**config.mk**
```make
export PLATFORM = sky130hd
export DESIGN_NAME = rob_commit
export DESIGN_NICKNAME = d
export VERILOG_FILES = /design/src/rtl/rob_commit.sv
export SDC_FILE = /design/constraint.sdc
export NUM_CORES = 1
export LEC_CHECK = 0
export BUFFER_PORTS_ARGS = -buffer_cell sky130_fd_sc_hd__buf_2
export CAP_MARGIN = 10
export CORE_MARGIN = 2
export CORE_UTILIZATION = 40
export CTS_BUF_LIST = sky130_fd_sc_hd__clkbuf_16
export DETAILED_ROUTE_END_ITERATION = 10
export SLEW_MARGIN = 10
export SYNTH_ARGS = -nofsm -noshare
export SYNTH_HDL_FRONTEND = slang
export SYNTH_SLANG_ARGS = --single-unit
```
**constraint.sdc**
```tcl
create_clock -name clk -period 6.4 [get_ports clk]
set_input_delay 1.28 -clock clk [delete_from_list [all_inputs] [get_ports clk]]
set_output_delay 1.28 -clock clk [all_outputs]
set_load 0.005 [all_outputs]
```
**src/rtl/rob_commit.sv**
```systemverilog
// rtl/rob_commit.sv - in-order commit unit: 8-entry ROB with out-of-order writeback and precise exceptions
module rob_commit #(
    parameter int DEPTH  = 8,
    parameter int DATA_W = 16
) (
    input  logic              clk,
    input  logic              reset,
    input  logic              alloc_req,
    output logic              alloc_ack,
    output logic [2:0]        alloc_tag,
    input  logic              wb_valid,
    input  logic [2:0]        wb_tag,
    input  logic [DATA_W-1:0] wb_result,
    input  logic [2:0]        wb_dest,
    input  logic              wb_we,
    input  logic [DATA_W-1:0] wb_pc,
    input  logic [1:0]        wb_ex_vector,
    output logic              commit_valid,
    output logic              commit_we,
    output logic [2:0]        commit_addr,
    output logic [DATA_W-1:0] commit_data,
    output logic              exc_valid,
    output logic [DATA_W-1:0] exc_pc,
    output logic [1:0]        exc_cause,
    output logic [3:0]        count,
    output logic              full,
    output logic              empty
);

    typedef enum logic {
        RUN   = 1'b0,
        FLUSH = 1'b1
    } state_t;

    state_t state_q, state_d;

    logic [DEPTH-1:0]  ent_alloc;
    logic [DEPTH-1:0]  ent_done;
    logic [DATA_W-1:0] ent_result [DEPTH];
    logic [2:0]        ent_dest   [DEPTH];
    logic              ent_we     [DEPTH];
    logic [DATA_W-1:0] ent_pc     [DEPTH];
    logic [1:0]        ent_ex     [DEPTH];

    logic [2:0] head;
    logic [2:0] tail;

    logic running;
    logic head_ready;
    logic exc_now;
    logic norm_commit;
    logic wb_accept;

    assign running     = (state_q == RUN);
    assign head_ready  = running & ent_alloc[head] & ent_done[head];
    assign exc_now     = head_ready & (ent_ex[head] != 2'b00);
    assign norm_commit = head_ready & (ent_ex[head] == 2'b00);

    // Grant looks at registered count only, so a same-cycle commit never frees a slot in a full ROB.
    assign alloc_ack = alloc_req & ~count[3] & running & ~exc_now;
    assign alloc_tag = tail;

    // A writeback to the slot being allocated this cycle belongs to a stale instruction.
    assign wb_accept = running & ~exc_now & wb_valid & ent_alloc[wb_tag] & ~ent_done[wb_tag]
                     & ~(alloc_ack & (wb_tag == tail));

    assign full  = (count == 4'd8);
    assign empty = (count == 4'd0);

    always_comb begin
        state_d = state_q;
        case (state_q)
            RUN:     if (exc_now) state_d = FLUSH;
            FLUSH:   state_d = RUN;
            default: state_d = RUN;
        endcase
    end

    always_ff @(posedge clk or negedge reset) begin
        if (!reset) begin
            state_q <= RUN;
        end else begin
            state_q <= state_d;
        end
    end

    always_ff @(posedge clk or negedge reset) begin
        if (!reset) begin
            ent_alloc <= '0;
            ent_done  <= '0;
            head      <= 3'd0;
            tail      <= 3'd0;
            count     <= 4'd0;
        end else if (exc_now) begin
            ent_alloc <= '0;
            ent_done  <= '0;
            head      <= 3'd0;
            tail      <= 3'd0;
            count     <= 4'd0;
        end else begin
            if (norm_commit) begin
                ent_alloc[head] <= 1'b0;
                ent_done[head]  <= 1'b0;
                head            <= head + 3'd1;
            end
            if (alloc_ack) begin
                ent_alloc[tail] <= 1'b1;
                ent_done[tail]  <= 1'b0;
                tail            <= tail + 3'd1;
            end
            if (wb_accept) begin
                ent_done[wb_tag] <= 1'b1;
            end
            count <= count + {3'b000, alloc_ack} - {3'b000, norm_commit};
        end
    end

    // Payload is qualified by alloc/done, so it needs no reset.
    always_ff @(posedge clk) begin
        if (wb_accept) begin
            ent_result[wb_tag] <= wb_result;
            ent_dest[wb_tag]   <= wb_dest;
            ent_we[wb_tag]     <= wb_we;
            ent_pc[wb_tag]     <= wb_pc;
            ent_ex[wb_tag]     <= wb_ex_vector;
        end
    end

    always_ff @(posedge clk or negedge reset) begin
        if (!reset) begin
            commit_valid <= 1'b0;
            commit_we    <= 1'b0;
            commit_addr  <= 3'd0;
            commit_data  <= '0;
            exc_valid    <= 1'b0;
            exc_pc       <= '0;
            exc_cause    <= 2'b00;
        end else begin
            commit_valid <= norm_commit;
            commit_we    <= norm_commit & ent_we[head];
            commit_addr  <= norm_commit ? ent_dest[head] : 3'd0;
            commit_data  <= norm_commit ? ent_result[head] : '0;
            exc_valid    <= exc_now;
            exc_pc       <= exc_now ? ent_pc[head] : '0;
            exc_cause    <= exc_now ? ent_ex[head] : 2'b00;
        end
    end

    a_count_range: assert property (@(posedge clk) disable iff (!reset) count <= 4'd8);
    a_no_underflow: assert property (@(posedge clk) disable iff (!reset) !(norm_commit && count == 4'd0));
    a_ptr_consistent: assert property (@(posedge clk) disable iff (!reset)
        (head != tail) || (count == 4'd0) || (count == 4'd8));
    a_empty_quiet: assert property (@(posedge clk) disable iff (!reset) empty |=> !commit_valid);

endmodule

```
### Word level (Yosys, flattened, before mapping)

Memory sizes are Yosys's and may differ from the RTL's.
Index checks and enable logic that the tools add are counted.

| word-level totals | value |
|---|---|
| register bits | 67 |
| RAM bits | 304 |
| memories kept | 5 |

| cells by class | value |
|---|---|
| add/sub/neg operators | 4 |
| magnitude comparators | 6 |
| equality and inequality tests | 2 |
| muxes and demuxes | 37 |
| bitwise logic cells | 26 |
| reductions and logical operators | 8 |

Memory list:

| memory | words | width | rd ports | clocked after memory_dff | write ports | line | RTL |
|---|---|---|---|---|---|---|---|
| ent_pc | 8 | 16 | 1 | 0 | 1 | 42 | `logic [DATA_W-1:0] ent_pc [DEPTH];` |
| ent_result | 8 | 16 | 1 | 0 | 1 | 39 | `logic [DATA_W-1:0] ent_result [DEPTH];` |
| ent_dest | 8 | 3 | 1 | 0 | 1 | 40 | `logic [2:0] ent_dest [DEPTH];` |
| ent_ex | 8 | 2 | 1 | 0 | 1 | 43 | `logic [1:0] ent_ex [DEPTH];` |
| ent_we | 8 | 1 | 1 | 0 | 1 | 41 | `logic ent_we [DEPTH];` |

Operators with widths:

| operator | number |
|---|---|
| 8-bit 2-to-1 mux | 10 |
| 16-bit 2-to-1 mux | 2 |
| 8-bit bitwise AND | 3 |
| 8-bit NOT | 2 |
| 8-bit OR | 2 |
| 3-bit 2-to-1 mux | 5 |
| 1-bit bitwise AND | 14 |
| 1-bit binary-select mux with 3-bit select | 4 |
| 3-bit by 4-bit < comparator with 1-bit output (second input constant) | 3 |
| 1-bit 2-to-1 mux | 10 |
| 1-bit demux with 3-bit select | 3 |
| 3-bit by 1-bit >= comparator with 1-bit output (second input constant) | 3 |
| 3-bit by 1-bit adder with 3-bit output (second input constant) | 2 |
| 2-bit nonzero test | 3 |
| 1-bit NOT | 5 |
| 4-bit by 1-bit adder with 4-bit output | 1 |
| 4-bit equality test (second input constant) | 1 |
| 4-bit logical NOT | 1 |
| 4-bit 2-to-1 mux | 1 |
| 4-bit by 1-bit subtractor with 4-bit output | 1 |
| 3-bit equality test | 1 |
| 1-bit logical AND | 3 |
| 2-bit logical NOT | 1 |
| 2-bit 2-to-1 mux | 1 |
| 1-bit case mux with 2 select lines | 1 |

### Depth between registers and ports, before layout

Gate-level depths: netlist (run 1).

| depth | value |
|---|---|
| depth in word-level cells | 14 |
| gate-level depth with buffers | 17 |
| depth with buffers taken out | 13 |

### Worst setup path after synthesis (run 1)

Ideal clock, no wire load.

| timing path | value |
|---|---|
| path type | input-to-reg |
| from | input wb_tag[2] |
| to | memory ent_dest[5][0], enable pin |
| setup time | 433 ps |
| data arrival time | 4210 ps |
| data required time | 5967 ps |
| slack | 1756 ps |
| stages on the path | 7 |
| cell sequence | clkbuf_1 -> a311oi_1 -> o2111ai_1 -> nor2_1 -> or4b_1 -> buf_2 -> nor2_1 |

| between the ends | value |
|---|---|
| word-level cells in the longest chain between the ends | 7 |
| elaborated cells between the ends (all ways) | 13 |
| those cells by class | eq/ne (1); mux (6); bitwise (6) |

RTL lines:

| what | line | RTL |
|---|---|---|
| start, declared | 12 | `input logic [2:0] wb_tag,` |
| 1-bit binary-select mux with 3-bit select | 64 | `assign wb_accept = running & ~exc_now & wb_valid & ent_alloc[wb_tag] & ~ent_done[wb_tag]` |
| 1-bit 2-to-1 mux (not written as such) | 64 |  |
| 1-bit bitwise AND or 1-bit NOT (tied branches) | 64 |  |
| 1-bit bitwise AND | 64 |  |
| 1-bit bitwise AND | 65 | `& ~(alloc_ack & (wb_tag == tail));` |
| 1-bit 2-to-1 mux | 120 | `if (wb_accept) begin` |
| 1-bit 2-to-1 mux (not written as such) | 122 | `ent_dest[wb_tag] <= wb_dest;` |
| end, declared | 40 |  |

Parallel ways exist; a longest one is shown, timed or not. The select of a mux whose other input is x is not followed.

### Final worst setup path (run 1)

| timing path | value |
|---|---|
| from | register head[0] |
| to | output alloc_ack |

| between the ends | value |
|---|---|
| word-level cells in the longest chain between the ends | 7 |
| elaborated cells between the ends (all ways) | 11 |
| those cells by class | mux (4); bitwise (5); reduce/logical (1); memory (1) |

RTL lines:

| what | line | RTL |
|---|---|---|
| start, declared | 45 | `logic [2:0] head;` |
| start signal, assigned | 104 | `head <= head + 3'd1;` |
| 1-bit binary-select mux with 3-bit select | 55 | `assign head_ready = running & ent_alloc[head] & ent_done[head];` |
| 1-bit 2-to-1 mux (not written as such) | 55 |  |
| 1-bit bitwise AND (2 in series) | 55 |  |
| 1-bit bitwise AND (*) | 56 | `assign exc_now = head_ready & (ent_ex[head] != 2'b00);` |
| 1-bit NOT (*) | 60 | `assign alloc_ack = alloc_req & ~count[3] & running & ~exc_now;` |
| 1-bit bitwise AND (*) | 60 |  |
| end, declared | 9 | `output logic alloc_ack,` |

Every way passes the cells marked *; elsewhere a longest branch is shown, timed or not. The select of a mux whose other input is x is not followed.

==> results by stage, run 1 <==
Yosys:
- The most instantiated flip-flop cell in the synthesis netlist is edfxtp_1.
- The synthesized instance count is 749.
- The cell taking the most area after synthesis is edfxtp_1.
- In this run, distinct cell masters in the synthesized netlist total 57.
- Yosys attributes the largest share of cell area to edfxtp_1 (64%), dfrtp_1 (12%), mux4_2 (12%).
- The share of synthesized area in the top cell type comes to a little under two thirds.
- The number of warnings issued by yosys is 0.
- In the synthesized netlist the async set-or-reset flop fraction comes to between 10% and 20%.
- The mapped netlist covers 0.0144 mm².
- The register bit count reported by yosys is approximately 370.
- The number of synthesized flops with an enable pin is between 300 and 400.
- The total nets after synthesis is 803.
- A synthesized cell averages 19.2 µm².
- The sequential fraction of the synthesis area is 75.3%.

Timing:
- The count of final hold-check violations is 0.
- Measured against its own limit, the worst slew margin works out to between 20% and 30%.
- After routing, the total negative slack on setup checks comes to 0 ns.
- After layout, the worst setup slack is around 1.3 ns.
- The worst path needs 5.11 ns of the cycle, external delays included.
- The final-report max-slew violation count is 0.
- For the pin with the worst max-slew slack, the measured transition is approximately 1.1 ns.
- The final cycle utilization of the critical path is 79.8%.
- The highest clock rate is about 200 MHz.
- The setup clock skew after layout is between 0.015 and 0.02 ns.
- Setup violations remaining at the end of the flow were counted as 0.
- Setup repair after global routing left no endpoint under its margin.

Power:
- The worst-case IR drop observed on VDD is ~0.00028 V.
- Summed over all cells, the static leakage comes to 5.83 nW.
- The ratio of total power to cell area is a little under 400 mW/mm².
- Power comes to between 6 and 7 mW.

Routing:
- The detailed-routing iteration count for the pre-antenna-repair pass is 5.
- After the first detailed-routing iteration, the DRC count stood at about 560.
- The final routed wirelength across all metal layers is between 20 and 30 mm.
- The detail-routed net length per standard cell is around 22 µm.
- The routed via count divided by cell count is between 5 and 6.
- The count of nets left with antenna violations after detail routing is 0.
- The detailed router placed 7138 vias in this run.
- The residual DRC count is 0.

Critical path:
- The number of buffers and inverters on the critical path is 3.
- For the worst setup path, the data required time is 5.12 ns.
- The critical register-to-register path endpoint is ent_pc[1][9].
- The number of cells on the worst reg-to-reg path is 9.
- The slowest stage of the critical path belongs to the cell dfrtp_4.
- The critical path start-end classification is flop to output port.
- The worst setup path is captured at an output port.
- Of all nets on the critical path, the largest fanout is 59.
- The cell type group with the largest total delay on the critical path is flip-flops.
- The worst register-to-register path begins at head[0].
- Data on the critical path arrives at its endpoint at about 3.8 ns.
- The critical path goes through mux4_2 > o32ai_1 > and2_1 > or2_1 > buf_4 > inv_2 > nor2_1 > buf_2.
- The reg-to-reg setup timing slack is roughly 1.4 ns.
- The longest individual stage delay on the worst path is roughly 1 ns.
- The startpoint type of the worst setup path is a flop.

Clock tree:
- The clock reaches the later pin of the worst-skew pair after roughly 0.53 ns.
- The H-tree was split into 2 levels.
- The number of setup buffers added after CTS is 0.
- The number of hold buffers added after CTS was 0.
- After clock tree synthesis, the repair step resized 0 gates.
- In this run the clock root is driven by a clkbuf_16.
- After clock tree synthesis, the clock-pin slew on the worst setup and hold paths is approximately 0.06 ns.
- TritonCTS built the clock tree.
- The CTS sink count is 371.
- The buffer levels on the longest clock path is 3.
- The total CTS buffers is 39.

Final layout:
- Summing all flip-flop and latch instances after layout gives approximately 0.011 mm².
- With fillers left out, the area of the finished cells amounts to approximately 0.017 mm².
- Summing all multi-input logic gate instances after layout gives 0.00335 mm².
- From synthesis to final layout, the design area changed by 16.5%.
- The net total in the final layout is about 900.
- The share of the core filled with cells in the final layout is 47.1%.
- The fraction of layout cells with a size suffix above 1 is between 20 and 30%.
- The layout filler cell count is 3019.

Global routing:
- The number of antenna violations at the first check in global routing is 2.
- The remaining global-route overflow is 0.
- The global-route layer with the greatest usage is met2.
- The first global-routing pass estimated roughly 46 mm of wire.
- The global routing usage on met3 is ~2.8%.
- The routing usage on met1 is between 20% and 30%.
- Entering global routing, the biggest net connects slightly below 70 pins.
- The number of global-route vias before repair is about 7500.
- The met2 usage in global routing is about a quarter.
- Across every metal layer, demand over resource in global routing totals ~16%.

Floorplanning:
- In this run the vertical extent of the chip is 193 µm.
- The number of top-level pins is 95.
- The core footprint is about 0.035 mm².
- The floorplan step set the die width to slightly below 200 µm.
- For this configuration, the core starts out at a cell density of around two fifths.
- In this run the core area contains 69 standard-cell rows.
- The die covers 0.0374 mm².

Min path:
- The number of instances on the worst hold path is 2.
- The worst hold path begins at ent_alloc[5].
- The path with the worst hold slack has its endpoint at ent_alloc[5].
- The min-delay analysis places its worst path in the category flop to flop.

Placed design:
- The number of port buffers is 94.
- After detailed placement, the total cell area comes to 0.0154 mm².
- Summed over all nets, the half-perimeter wirelength after detailed placement is 17.8 mm.
- The routability congestion estimate is between 0.9 and 1.
- Before CTS, the worst setup slack after placement is 1.33 ns.

Run:
- The number of maximum-capacitance constraint violations is 0.

Run status:
- The run finished with clean final reports.
-- worst max path at each step --
stage | depth (start not counted) | to | from
final | 8 | alloc_ack | head[0]
after global routing | 8 | alloc_ack | head[0]
after CTS | 8 | alloc_ack | head[0]
after detailed placement | 9 | ent_result[0][12] | head[0]
after global placement | 9 | ent_pc[1][1] | head[0]
after floorplan | 7 | ent_dest[5][0] | wb_tag[2]
-- worst min-delay path: stages, from the launching register on --
cell,delay [ns]
dfrtp_1,0.40
o21ai_0,0.08
a21oi_1,0.07
-- layer usage --
metal	vias up	share of wire, %
met2	193	48
met5	-	0.041
met4	2	2.1
met1	3711	45
met3	51	4.8
li1	3181	-
-- cells in the mapped netlist, types with 3 or more instances --
cell type and number:
a21oi_1 19, and3_1 5, buf_1 9, buf_2 6, clkbuf_1 25, dfrtp_1 67, edfxtp_1 304, ha_1 8
inv_1 21, mux2i_1 42, mux4_2 74, nand2_1 13, nand2b_1 6, nand3_1 5, nand3b_1 4, nor2_1 61
nor2b_1 6, nor3_1 3, o21ai_0 8, o32ai_1 8, xnor2_1 5
-- state kept, by name, summed over array words and instances, names as in the netlist, 8 cells and up --
register	cells
exc_pc	16
ent_done	8
ent_ex	16
commit_data	16
ent_alloc	8
ent_dest	24
ent_pc	128
ent_result	128
ent_we	8
-- stage by stage --
| step | hold slack [ns] | std cells |
|---|---|---|
| 3_5_place_dp | 0.579 | 1278 |
| 6_report | 0.590 | 1351 |
| 5_1_grt | 0.600 | 1350 |
| 2_1_floorplan | 0.512 | 749 |
| 4_1_cts | 0.591 | 1350 |
| 3_3_place_gp | 0.578 | 1278 |
-- cell families (layout without fill, tap and decap cells) --
family                     Yosys count  in the layout  synth area share (%)
AOI/OAI and AO/OA                   61             61                  2.94
other                                0              1                     0
DFF                                371            371                  75.3
buffers and inverters               64            204                  1.83
adders and majority gates            9              9                 0.837
muxes                              118            118                  14.7
and+or+nand+nor                    120            120                  4.06
xor gates and xnor gates             6              6                 0.366
-- placed cells by master (no fill, tap or decap), drive strengths merged, types with 3 or more instances in the layout --
master  netlist  routed
clkinv        0      13
nor3          3       3
nand2        13      13
nor2         61      61
dfrtp        67      67
or2           3       3
buf          17     110
nand2b        6       6
bufinv        0       6
nand3b        4       4
ha            8       8
and3          5       5
edfxtp      304     304
or4b          3       3
clkbuf       25      40
mux4         74      74
a21oi        19      19
inv          22      34
nand3         5       5
o21ai         8       8
nor2b         6       6
mux2i        42      42
o22ai         3       3
xnor2         5       5
o32ai         8       8
-- power by group --
part | total, mW | internal [mW] | switching, mW | leakage (nW)
Clock | 2.27 | 1.38 | 0.894 | 0.674
Sequential | 2.99 | 2.78 | 0.215 | 3.64
Combinational | 1.16 | 0.587 | 0.574 | 1.52
Total | 6.43 | 4.74 | 1.68 | 5.83
-- cell type report --
cell class / count / area share, %
inverter: 22 / 0.494
clock inverter: 32 / 1.81
antenna: 1 / 0.0150
sequential: 371 / 64.7
tap: 461 / 3.45
timing repair buffer: 110 / 3.55
clock buffer: 40 / 5.99
multi-input combinational: 314 / 20.0
No activity file was read; power rests on OpenSTA's default activity.
==> inputs of run 2 (changes only) <==
==> constraint.sdc (replaced) <==
create_clock -name clk -period 4.3 [get_ports clk]
set_input_delay 0.86 -clock clk [delete_from_list [all_inputs] [get_ports clk]]
set_output_delay 0.86 -clock clk [all_outputs]
set_load 0.005 [all_outputs]
==> results by stage, run 2 (synthesized netlist as in run 1, its figures left out) <==
Clock tree:
- The clock tree from TritonCTS is built.
- The number of setup buffers added after CTS is 0 (unchanged).
- The clock tree root buffer cell is clkbuf_16.
- The number of buffers inserted by hold repair at cts is 0 (unchanged).
- The count of cells resized by post-cts repair is 0 (unchanged).
- The total CTS buffers is 39 (unchanged).
- The buffer levels on the longest clock path is 3 (unchanged).
- The CTS sink count was 371 (unchanged).
- The CTS H-tree depth is 2 (unchanged).
- The source-to-sink clock delay at the later pin of the worst-skew pair is 0.53 ns (about the same).
- The clock transition at the registers of the reported paths was 0.06 ns (about the same).

Timing:
- For the finished layout, the period the worst path requires is roughly 4 ns.
- The slack of the critical path is 0.285 ns (-1.01 ns).
- The count of final hold-check violations came to 0 (unchanged).
- The slew at the pin closest to its max-slew limit is 0.971 ns (-0.105 ns).
- The setup TNS after final layout came to 0 ns (unchanged).
- The number of failing setup endpoints in the final timing report is 0 (unchanged).
- Setup repair after global routing left no endpoint under its margin.
- Dividing the final minimum period by the clock period gives 93.4%.
- The smallest hold slack is 0.461 ns (-0.129 ns).
- The relative slew slack is 35.3% (+7.0 points).
- The final-report max-slew violation count is 0 (unchanged).
- The setup clock skew after layout came to 0.0203 ns (+0.000637 ns).
- Static timing analysis puts the maximum clock frequency at approximately 250 MHz.

Routing:
- The count of nets left with antenna violations after detail routing is 0 (unchanged).
- The detailed route wirelength on metal2 came to 14.4 mm (+2.2%).
- The amount of wire on met3 after detailed routing is 1.34 mm (-5.0%).
- The wire length the detailed router placed on met1 is 13.3 mm (+0.22%).
- The detailed-routing iteration count for the pre-antenna-repair pass was 4 (-1).
- The routed via count divided by cell count is 5.26 (-0.38%).
- The number of vias after detailed routing is 7179 (+0.57%).
- The final routed wirelength across all metal layers is 29.6 mm (+0.83%).
- The number of DRC markers in iteration 0 was 582 (+4.5%).
- The detail-routed net length per standard cell is 21.7 µm (-0.13%).
- The uppermost layer routed is met5.
- The residual DRC count came to 0 (unchanged).

Final layout:
- Relative to the synthesized area, the layout overhead comes to 17.2%.
- The fraction of layout cells with a size suffix above 1 is 30.3% (+1.6 points).
- The largest registers in the layout are ent_pc (128), ent_result (128), ent_dest (24).
- Leaving out fill and tap cells, the most frequent cell in the layout is edfxtp_1.
- The net total in the final layout is 925 (+1.4%).
- The library cells used most frequently in the layout, excluding fill and tap cells, are edfxtp_1 (304), buf_2 (93), mux4_2 (74).
- The number of standard cells in the final layout excluding fillers is 1364 (+0.96%).

Global routing:
- The remaining global-route overflow is 0 (unchanged).
- The wire length of the first global-routing pass is 45.7 mm (+0.17%).
- The number of global-route vias before repair is 7518 (-0.027%).
- The largest net degree at the start of global routing is 68 (unchanged).
- The number of antenna violations at the first check in global routing is 3 (+1).
- The total routing usage reported by global routing came to 15.9% (+0.048 points).

Critical path:
- The number of cells on the worst reg-to-reg path came to 9 (unchanged).
- The critical path is of the flop to output port type.
- The reg-to-reg setup timing slack is 0.60 ns (-0.84 ns).
- The worst setup path is captured at an output port.
- The slowest stage of the critical path belongs to the cell dfrtp_4.
- The critical register-to-register path endpoint is ent_result[5][13].
- The longest individual stage delay on the worst path is 0.62 ns (-0.37 ns).
- The startpoint type of the worst setup path is a flop.
- The worst register-to-register path begins at head[2].
- The largest driver fanout on the critical path was 24 (-59%).
- Walking the worst path, the cells encountered are buf_4 > o221ai_1 > a221o_1 > or2_0 > or2_1 > inv_2 > buf_4 > nor2_1 > buf_2.
- The required time of the critical path is 3.44 ns (-1.68 ns).
- The data arrival time at the worst-slack endpoint is 3.16 ns (-0.67 ns).
- The most numerous cell type found on the critical path is buf_4.

Floorplanning:
- The initial cell density of the core is 40.5% (unchanged).
- The number of top-level pins is 95 (unchanged).
- The area of the die was 0.0374 mm² (unchanged).
- The number of rows created at floorplan is 69 (unchanged).
- The overall die height is 193 µm (unchanged).
- The core footprint is 0.0355 mm² (unchanged).
- The die extent in x is 193 µm (unchanged).

Placed design:
- The minimum setup slack after placement was 0.617 ns (-0.716 ns).
- The total placed cells including tap cells was 1291 (+1.0%).
- The number of port buffers is 94 (unchanged).
- The HPWL reported at the end of detailed placement is 17.6 mm (-1.2%).
- The routability congestion estimate is 0.868 (-3.9%).

Power:
- The worst IR drop on VDD is 0.000417 V (+51%).
- The ratio of total power to cell area is 567 mW/mm² (+48%).
- The static power due to leakage is 5.88 nW (+0.88%).

Run status:
- The run finished with clean final reports.

Min path:
- In this run the worst hold path is classified as input port to async pin.

Run:
- The number of maximum-capacitance constraint violations is 0 (unchanged).
## run 2: worst max-delay path, delay by kind of cell (launching register included)
family,cells,cell delay (ns)
buffers and inverters,4,0.83
flip-flops,1,0.62
AND/OR/NAND/NOR,3,0.62
AO/OA/AOI/OAI,2,0.52
## run 2: how the worst max path moves through the flow
| stage | startpoint | to | slack [ns] |
|---|---|---|---|
| 2_1_floorplan | head[0] | ent_dest[5][0] | -0.19 |
| 3_3_place_gp | head[0] | ent_result[5][14] | 0.67 |
| 3_5_place_dp | head[2] | ent_result[5][7] | 0.62 |
| 4_1_cts | head[0] | alloc_ack | 0.23 |
| 5_1_grt | head[0] | alloc_ack | 0.05 |
| 6_report | head[0] | alloc_ack | 0.28 |
## run 2: cell type report
| type | count | area, µm² |
|---|---|---|
| clock buffer | 40 | 1000 |
| fill | 2979 | 18700 |
| timing repair buffer | 123 | 728 |
| multi-input combinational | 314 | 3350 |
| sequential | 371 | 10800 |
| clock inverter | 32 | 274 |
| antenna | 1 | 2.50 |
| inverter | 22 | 82.6 |
| tap | 461 | 577 |
## run 2: through the flow
stage / util (%) / area [µm²] / power (mW)
after floorplan: - / 14400 / 5.74
after global placement: 43.8 / 15600 / 6.33
after detailed placement: 43.8 / 15600 / 6.34
after CTS: 47.4 / 16800 / 9.68
after global routing: 47.4 / 16800 / 10.0
final: 47.4 / 16800 / 9.55
## run 2: power by group
part / total (mW) / internal (mW) / switching (mW)
combinational: 1.88 / 0.908 / 0.970
clock: 3.31 / 1.94 / 1.37
sequential: 4.36 / 4.14 / 0.217
total: 9.55 / 6.99 / 2.56
## run 2: routing by layer
metal | up-vias | GRT usage (%)
met5 | - | 0
met4 | 4 | 4.44
met3 | 46 | 2.79
met2 | 176 | 25.6
met1 | 3739 | 22.4
li1 | 3214 | -
